### src/rtl/mem_pkg.sv
// Shared definitions for the RAM request sequencer: access-size encodings,
// sequencer states, default address width and read-data zero extension.
package mem_pkg;

   localparam int MEM_ADDR_W = 8;

   localparam logic [1:0] WS_BYTE  = 2'b00;
   localparam logic [1:0] WS_HALF  = 2'b01;
   localparam logic [1:0] WS_WORD  = 2'b10;
   localparam logic [1:0] WS_DWORD = 2'b11;

   typedef enum logic [1:0] {
      S_IDLE = 2'd0,
      S_WAIT = 2'd1,
      S_GAP  = 2'd2
   } state_t;

   // Zero-extend a single-beat read to 64 bits according to its size.
   function automatic logic [63:0] zext(input logic [1:0] ws, input logic [31:0] d);
      case (ws)
         WS_BYTE: return {56'd0, d[7:0]};
         WS_HALF: return {48'd0, d[15:0]};
         WS_WORD: return {32'd0, d};
         default: return {32'd0, d};
      endcase
   endfunction

endpackage

### src/rtl/mac_timeout_ctr.sv
// Per-beat Moc wait counter. Cleared outside the wait state, counts every
// enabled edge; 'expired' flags the enabled edge on which the count reaches MAX.
module mac_timeout_ctr #(
   parameter int W   = 8,
   parameter int MAX = 15
) (
   input  logic clk,
   input  logic rst,
   input  logic clr,
   input  logic en,
   output logic expired
);

   localparam logic [W-1:0] LIM = W'(MAX);

   logic [W-1:0] cnt;
   logic [W-1:0] cnt_nxt;

   assign cnt_nxt = cnt + W'(1);
   assign expired = en && (cnt_nxt == LIM);

   // Count wait edges; clear has priority so each beat starts from zero.
   always_ff @(posedge clk or posedge rst) begin
      if (rst)      cnt <= '0;
      else if (clr) cnt <= '0;
      else if (en)  cnt <= cnt_nxt;
   end

endmodule

### src/rtl/mem_access_ctrl.sv
// Request sequencer in front of the 256x8 RAM. Accepts b/h/w/dw requests,
// drives Mov/RW/ws/Address/DataIn, waits for Moc with a per-beat timeout and
// splits doublewords into two 32-bit beats (high half first, same address).
// Build option MEM_WRITE_POSTED_EN: write beats complete on the edge after
// the blank edge without waiting for Moc, so writes can never time out.
module mem_access_ctrl
   import mem_pkg::*;
#(
   parameter int ADDR_W  = MEM_ADDR_W,
   parameter int TIMEOUT = 15
) (
   input  logic              Clk,
   input  logic              Reset,
   input  logic              ReqValid,
   output logic              ReqReady,
   input  logic              ReqRW,
   input  logic [1:0]        ReqWs,
   input  logic [ADDR_W-1:0] ReqAddr,
   input  logic [63:0]       ReqData,
   output logic              RspValid,
   output logic [63:0]       RspData,
   output logic              RspErr,
   output logic              Mov,
   output logic              RW,
   output logic [1:0]        Ws,
   output logic [ADDR_W-1:0] Address,
   output logic [31:0]       MemDataIn,
   input  logic [31:0]       MemDataOut,
   input  logic              Moc
);

   state_t      state;
   logic [31:0] data_lo;   // low half of a doubleword, sent on beat 1
   logic        beat;      // 0 = first beat, 1 = second doubleword beat
   logic        blank;     // first wait edge after Mov rises ignores Moc
   logic        posted;
   logic        done;
   logic        tmo_exp;

`ifdef MEM_WRITE_POSTED_EN
   assign posted = ~RW;
`else
   assign posted = 1'b0;
`endif

   assign ReqReady = (state == S_IDLE);
   assign done     = ~blank & (Moc | posted);

   mac_timeout_ctr #(.W(8), .MAX(TIMEOUT)) u_tmo (
      .clk     (Clk),
      .rst     (Reset),
      .clr     (state != S_WAIT),
      .en      (state == S_WAIT),
      .expired (tmo_exp)
   );

   // Sequencer: accept, wait for Moc per beat, insert the Mov-low gap, respond.
   always_ff @(posedge Clk or posedge Reset) begin
      if (Reset) begin
         state     <= S_IDLE;
         Mov       <= 1'b0;
         RW        <= 1'b0;
         Ws        <= 2'b00;
         Address   <= '0;
         MemDataIn <= '0;
         RspValid  <= 1'b0;
         RspData   <= '0;
         RspErr    <= 1'b0;
         beat      <= 1'b0;
         blank     <= 1'b0;
         data_lo   <= '0;
      end else begin
         RspValid <= 1'b0;
         case (state)
            S_IDLE: begin
               if (ReqValid) begin
                  Mov       <= 1'b1;
                  RW        <= ReqRW;
                  Ws        <= ReqWs;
                  Address   <= ReqAddr;
                  MemDataIn <= (ReqWs == WS_DWORD) ? ReqData[63:32] : ReqData[31:0];
                  data_lo   <= ReqData[31:0];
                  beat      <= 1'b0;
                  blank     <= 1'b1;
                  state     <= S_WAIT;
               end
            end
            S_WAIT: begin
               blank <= 1'b0;
               if (done) begin
                  Mov <= 1'b0;
                  if (Ws == WS_DWORD && !beat) begin
                     RspData[63:32] <= MemDataOut;
                     state          <= S_GAP;
                  end else begin
                     RspValid <= 1'b1;
                     RspErr   <= 1'b0;
                     if (!RW)
                        RspData <= '0;
                     else if (Ws == WS_DWORD)
                        RspData[31:0] <= MemDataOut;
                     else
                        RspData <= zext(Ws, MemDataOut);
                     state <= S_IDLE;
                  end
               end else if (tmo_exp && !posted) begin
                  Mov      <= 1'b0;
                  RspValid <= 1'b1;
                  RspErr   <= 1'b1;
                  RspData  <= '0;
                  state    <= S_IDLE;
               end
            end
            S_GAP: begin
               beat      <= 1'b1;
               MemDataIn <= data_lo;
               Mov       <= 1'b1;
               blank     <= 1'b1;
               state     <= S_WAIT;
            end
            default: state <= S_IDLE;
         endcase
      end
   end

endmodule
### config.mk
export PLATFORM = sky130hd
export DESIGN_NAME = mem_access_ctrl
export DESIGN_NICKNAME = d
export VERILOG_FILES = /design/src/rtl/mem_pkg.sv /design/src/rtl/mac_timeout_ctr.sv /design/src/rtl/mem_access_ctrl.sv
export SDC_FILE = /design/constraint.sdc
export NUM_CORES = 1
export LEC_CHECK = 0
export ABC_AREA = 1
export BUFFER_PORTS_ARGS = -buffer_cell sky130_fd_sc_hd__clkbuf_2
export CAP_MARGIN = 20
export CORE_ASPECT_RATIO = 0.7
export CORE_MARGIN = 1.5
export CORE_UTILIZATION = 40
export CTS_BUF_LIST = sky130_fd_sc_hd__clkbuf_16
export DETAILED_ROUTE_END_ITERATION = 8
export GPL_ROUTABILITY_DRIVEN = 0
export PLACE_DENSITY = 0.67
export SLEW_MARGIN = 5
export SYNTH_ARGS = -nofsm -noshare
export SYNTH_HDL_FRONTEND = slang
export SYNTH_HIERARCHICAL = 1
export SYNTH_SLANG_ARGS = --single-unit
### constraint.sdc
create_clock -name Clk -period 3.9 [get_ports Clk]
set_input_delay 0.195 -clock Clk [delete_from_list [all_inputs] [get_ports Clk]]
set_output_delay 0.195 -clock Clk [all_outputs]
set_load 0.05 [all_outputs]
After elaboration in Yosys (flattened, before gate mapping)
Index checks and enable logic that the tools add are counted.
{"block": "word_totals", "reg_bits": 154, "latch_bits": 0, "ramBits": 0, "romBits": 0, "input_bits": 111, "output_inout_bits": 111, "elab_cells": 76, "n_memories": 0}
{"block": "op_classes", "n_addsub": 1, "n_mul": 0, "div_mod_pow": 0, "magnitude_cmp": 0, "eq_ne": 11, "shifts": 0, "mux": 32, "bitwise_logic": 2, "n_reduce_logical": 16}
{"cell": "$mux 32", "n": 6}
{"cell": "$mux 64", "n": 3}
{"cell": "$pmux 32 s2", "n": 2}
{"cell": "$mux 8", "n": 2}
{"cell": "$mux 1", "n": 11}
{"cell": "$reduce_and 3->1", "n": 3}
{"cell": "$add 8x1->8 const B", "n": 1}
{"cell": "$eq 8x4->1 const B", "n": 1}
{"cell": "$mux 2", "n": 4}
{"cell": "$reduce_and 2->1", "n": 4}
{"cell": "$eq 2x2->1 const B", "n": 3}
{"cell": "$pmux 1 s3", "n": 2}
{"cell": "$pmux 2 s3", "n": 1}
{"cell": "$reduce_bool 2->1", "n": 3}
{"cell": "$eq 2x1->1 const B", "n": 2}
{"cell": "$logic_not 2->1", "n": 2}
{"cell": "$ne 2x2->1 const B", "n": 2}
{"cell": "$ne 4x3->1 const B", "n": 1}
{"cell": "$ne 3x3->1 const B", "n": 1}
{"cell": "$reduce_bool 3->1", "n": 1}
{"cell": "$logic_and 1x1->1", "n": 2}
{"cell": "$ne 2x1->1 const B", "n": 1}
{"cell": "$pmux 1 s2", "n": 1}
{"cell": "$and 1x1->1", "n": 1}
{"cell": "2 further kinds", "n": 2}

Depth between registers and ports, before layout
{"block": "depth", "ltp_word": 6, "depth_mapped": 15, "ltp_nobuf": 14}

By module
The synthesis kept the hierarchy.
{"module": "mem_access_ctrl", "n_inst": 1, "cells_per_inst": 876, "area_each_um2": 6752.7, "seq_area_each_um2": 3653.5}
{"module": "mac_timeout_ctr", "n_inst": 1, "cells_per_inst": 71, "area_each_um2": 493.0, "seq_area_each_um2": 200.2}

Worst setup path before layout
Ideal clock, no wire load.
{"block": "synth_timing", "kind": "flip-flop to flip-flop", "startpoint": "register state[0]", "endpoint": "register data_lo[10]", "setup_time_ns": 0.130, "t_arrival_ns": 1.813, "required_time_ns": 3.770, "setup_slack_ns": 1.957, "path_stages_with_launch": 7, "path_buffers": 2, "synth_period_minus_slack_ns": 1.943, "cell_sequence": "dfrtp_1 -> nor2_1 -> nand2_1 -> buf_2 -> buf_2 -> nand2_1 -> o21ai_0"}
{"block": "synth_via", "elab_chain_cells": 2}
{"item": "start: declaration", "line": "mem_access_ctrl.sv:32", "rtl": "state_t state;"}
{"item": "start signal: assignment", "line": "mem_access_ctrl.sv:60", "rtl": "state <= S_IDLE;"}
{"item": "start signal: assignment", "line": "mem_access_ctrl.sv:85", "rtl": "state <= S_WAIT;"}
{"item": "start signal: assignment", "line": "mem_access_ctrl.sv:94", "rtl": "state <= S_GAP;"}
{"item": "$logic_not 2->1"}
{"item": "named net ReqReady", "line": "mem_access_ctrl.sv:15", "rtl": "output logic ReqReady,"}
{"item": "$reduce_and 2->1 (no source line)"}
{"item": "end signal: assignment", "line": "mem_access_ctrl.sv:82", "rtl": "data_lo <= ReqData[31:0];"}
{"item": "end: declaration", "line": "mem_access_ctrl.sv:33", "rtl": "logic [31:0] data_lo;"}
The timed path passes the listed nets, and every way through them passes these cells.
A chain may end at the register's enable or synchronous reset.

Worst setup path in the final report
{"block": "layout_timing", "startpoint": "register u_tmo.cnt[0]", "endpoint": "register RspData[2]"}
{"block": "layout_via", "elab_chain_cells": 5}
{"item": "start: declaration", "line": "mac_timeout_ctr.sv:16", "rtl": "logic [W-1:0] cnt;"}
{"item": "start signal: assignment", "line": "mac_timeout_ctr.sv:26", "rtl": "else if (en) cnt <= cnt_nxt;"}
{"item": "$add 8x1->8", "line": "mac_timeout_ctr.sv:19", "rtl": "assign cnt_nxt = cnt + W'(1);"}
{"item": "$eq 8x4->1", "line": "mac_timeout_ctr.sv:20", "rtl": "assign expired = en && (cnt_nxt == LIM);"}
{"item": "$logic_and 1x1->1", "line": "mac_timeout_ctr.sv:20"}
{"item": "named net tmo_exp", "line": "mem_access_ctrl.sv:38", "rtl": "logic tmo_exp;"}
{"item": "$reduce_bool 2->1 (no source line)"}
{"item": "$reduce_and 3->1 (no source line)"}
{"item": "end signal: assignment", "line": "mem_access_ctrl.sv:101", "rtl": "RspData[31:0] <= MemDataOut;"}
{"item": "end signal: assignment", "line": "mem_access_ctrl.sv:103", "rtl": "RspData <= zext(Ws, MemDataOut);"}
{"item": "end: declaration", "line": "mem_access_ctrl.sv:21", "rtl": "output logic [63:0] RspData,"}
The timed path passes the listed nets, and every way through them passes these cells.

==> impl_metrics.ini <==
[grt]
overflow = 0
grt_pass1_wl_mm = 31.67
grtUsageTotal_pct = 21.29
grt_max_degree = 88
antenna_found_initial = 0
grt_pass1_vias = 6415

[min_path]
min_path_type = in -> reg

[cells_and_area]
n_antenna_cell = 0
fillCellCount = 1684
area_growth_pct = 25.52
drive_gt1_share_pct = 23.76
ff_latch_area_um2 = 3854
fin_util_pct = 52.22
multi_input_area_um2 = 2745
finalNetCount = 1270

[critical_path]
end_kind = register
cp-start-kind = register
required_ns = 4.21
path_max_fanout = 34
worstSetupPathType = reg -> reg
cp.arrival_ns = 2.75

[die]
die_w_um = 163.9
die-area_um2 = 18940
rows = 40
die_y_um = 115.6
initial_core_util_pct = 41.60
io_pins = 222
core_area_um2 = 17420

[sta]
rsz0062_at_grt = false
setup_viol = 0
period_needed_ns = 2.450
tightest_slew_ns = 0.8051
min_period_over_period_pct = 62.81
slew_violations = 0
worst_slack_ns = 1.450
final.setup.tns_ns = 0
slew_headroom_pct = 46.00
hold_violations = 0
fin_skew_ns = 0.01336
fmaxAchievable_mhz = 408.2

[pwr]
p_leak_nw = 5.218
cellPowerDensity_nw_per_um2 = 752.9
max-vdd-ir-drop_mv = 0.4366

[synthesis]
postSynthAreaPerCell_um2 = 7.651
syn_inst = 947
synth_fp_nets = 1060
synth_warnings = 6
synth_area_um2 = 7246
ys_ff_latch = 154
ys_seq_area_share_pct = 53.19
synth_cell_type_count = 27

[place]
port_buffers = 221
dpl_worst_slack_ns = 1.508
hpwl_mm = 13.23

[clock_network]
clkLatencyLatePin_ns = 0.42
numCtsBuffers = 17
ctsLongestPathBuffers = 2
cts.sinks = 154
htreeDepth = 4
clkTransAtPathRegs_ns = 0.07
clockRootBuffer = clkbuf_16
post_cts_resized = 0
cts_tree = yes

[route]
ant_nets = 0
firstDrtPassIters = 7
vias = 6667
routedWlPerCell_um = 13.76
via_per_inst = 4.759
drc_errors = 0
drt_iter0_markers = 477
routed_wl_mm = 19.28

[outcome]
status = finished clean

[job]
drv_cap = 0
cell usage after synthesis:
master | instances | share of area (%)
nand3_2 | 1 | 0.14
a21oi_4 | 1 | 0.22
nand3_1 | 87 | 6.0
clkbuf_2 | 2 | 0.14
dfrtp_1 | 154 | 53
buf_4 | 8 | 0.83
nand2_4 | 2 | 0.31
nand4_1 | 1 | 0.086
xnor2_1 | 1 | 0.12
o21ai_1 | 2 | 0.14
a21oi_1 | 34 | 2.3
nand2_2 | 2 | 0.17
clkbuf_1 | 14 | 0.73
buf_2 | 16 | 1.1
ha_1 | 2 | 0.35
nor2_1 | 110 | 5.7
clkinv_1 | 1 | 0.052
inv_2 | 2 | 0.10
o21a_1 | 1 | 0.10
o22ai_1 | 1 | 0.086
nor2_2 | 3 | 0.26
buf_6 | 10 | 1.6
inv_1 | 88 | 4.6
o21ai_0 | 41 | 2.8
nand2_1 | 361 | 19
o21bai_1 | 1 | 0.10
nor3_1 | 1 | 0.069
worst paths after layout:
| kind | start | endpoint | slack [ns] | cells past startpoint |
|---|---|---|---|---|
| min in group asynchronous | Reset | u_tmo/cnt[1]$_DFFE_PP0P_ | 0.32 | 3 |
| setup / recovery | u_tmo/cnt[0]$_DFFE_PP0P_ | RspData[2]$_DFFE_PP0P_ | 1.45 | 12 |
| setup reg to reg | u_tmo/cnt[0]$_DFFE_PP0P_ | RspData[2]$_DFFE_PP0P_ | 1.45 | 12 |
| hold / removal | ReqData[26] | data_lo[26]$_DFFE_PP0P_ | 0.01 | 3 |
| max in group asynchronous | Reset | data_lo[4]$_DFFE_PP0P_ | 2.61 | 4 |
| hold reg to reg | RspData[10]$_DFFE_PP0P_ | RspData[10]$_DFFE_PP0P_ | 0.47 | 2 |
placed cells by master (no fill, tap or decap), drive strengths merged:
cell type | Yosys | layout
clkbuf | 16 | 238
nor3 | 1 | 1
o21ai | 43 | 43
bufinv | 0 | 1
clkinvlp | 0 | 4
clkinv | 1 | 7
dfrtp | 154 | 154
a21oi | 35 | 35
nand2 | 365 | 365
nand4 | 1 | 1
o22ai | 1 | 1
o21bai | 1 | 1
nand3 | 88 | 88
inv | 90 | 94
xnor2 | 1 | 1
nor2 | 113 | 113
ha | 2 | 2
dlygate4sd3 | 0 | 10
buf | 34 | 10
o21a | 1 | 1
power by group:
group          switching (W)  leakage (nW)  internal, W
registers           0.000343          2.03      0.00210
clock network       0.000709         0.270     0.000890
logic                0.00219          2.92     0.000616
sequential cells by signal, summed over array words and instances, names as in the netlist, 2 cells and up:
name / count
MemDataIn: 32
RspData: 64
u_tmo/cnt: 8
Ws: 2
data_lo: 32
Address: 8
state: 2
cells by family (layout without fill, tap and decap cells):
| logic type | count (synthesis) | after routing | synth area share (%) |
|---|---|---|---|
| adder cells (fa/ha/maj) | 2 | 2 | 0.3453 |
| AO/OA/AOI/OAI | 81 | 81 | 5.837 |
| AND/OR/NAND/NOR | 568 | 568 | 31.45 |
| XOR/XNOR | 1 | 1 | 0.1209 |
| buffers and inverters | 141 | 364 | 9.066 |
| flip-flops | 154 | 154 | 53.19 |
repair_timing:
| item | in CTS | in global routing |
|---|---|---|
| hold buffers | 10 | 0 |
| endpoints found under the setup margin | 0 | 0 |
| hold endpoints to repair | 42 | 0 |
| setup buffers | 0 | 0 |
final cells by class:
cell class | count | area share [%]
inverters | 91 | 3.797
clock buffers | 17 | 4.677
clock inverters | 15 | 1.568
well taps | 231 | 3.178
repair buffers | 241 | 14.22
flip-flops and latches | 154 | 42.37
multi-input cells | 652 | 30.18
metrics by stage:
stage                     std cells  total power, W  cell area, µm²  hold WS (ns)
after floorplan                 947        0.004586            7249       0.01066
after global placement         1359        0.005244            8427        0.1898
after detailed placement       1359        0.005289            8427        0.1918
after CTS                      1401        0.006915            9095      0.008501
after global routing           1401        0.007275            9095       0.01404
final                          1401        0.006848            9095       0.01472
metal layers:
layer / share of wire [%] / up-vias / GRT usage (%)
li1: - / 3327 / -
met2: 43 / 220 / 31.62
met3: 6.5 / 10 / 4.975
met5: 0 / - / 0
met4: 0.71 / 0 / 5.394
met1: 50 / 3110 / 31.30
critical path: stages (launching register included):
cell     delay [ns]
dfrtp_1        0.45
ha_1           0.24
nand3_1        0.14
nor2_1         0.12
nor2_1         0.06
nor2_2         0.10
nand3_1        0.08
nor2_1         0.11
inv_1          0.09
a21oi_4        0.38
nand2_4        0.34
nand2_1        0.16
nand2_1        0.06
(Power assumes the default switching activity.)
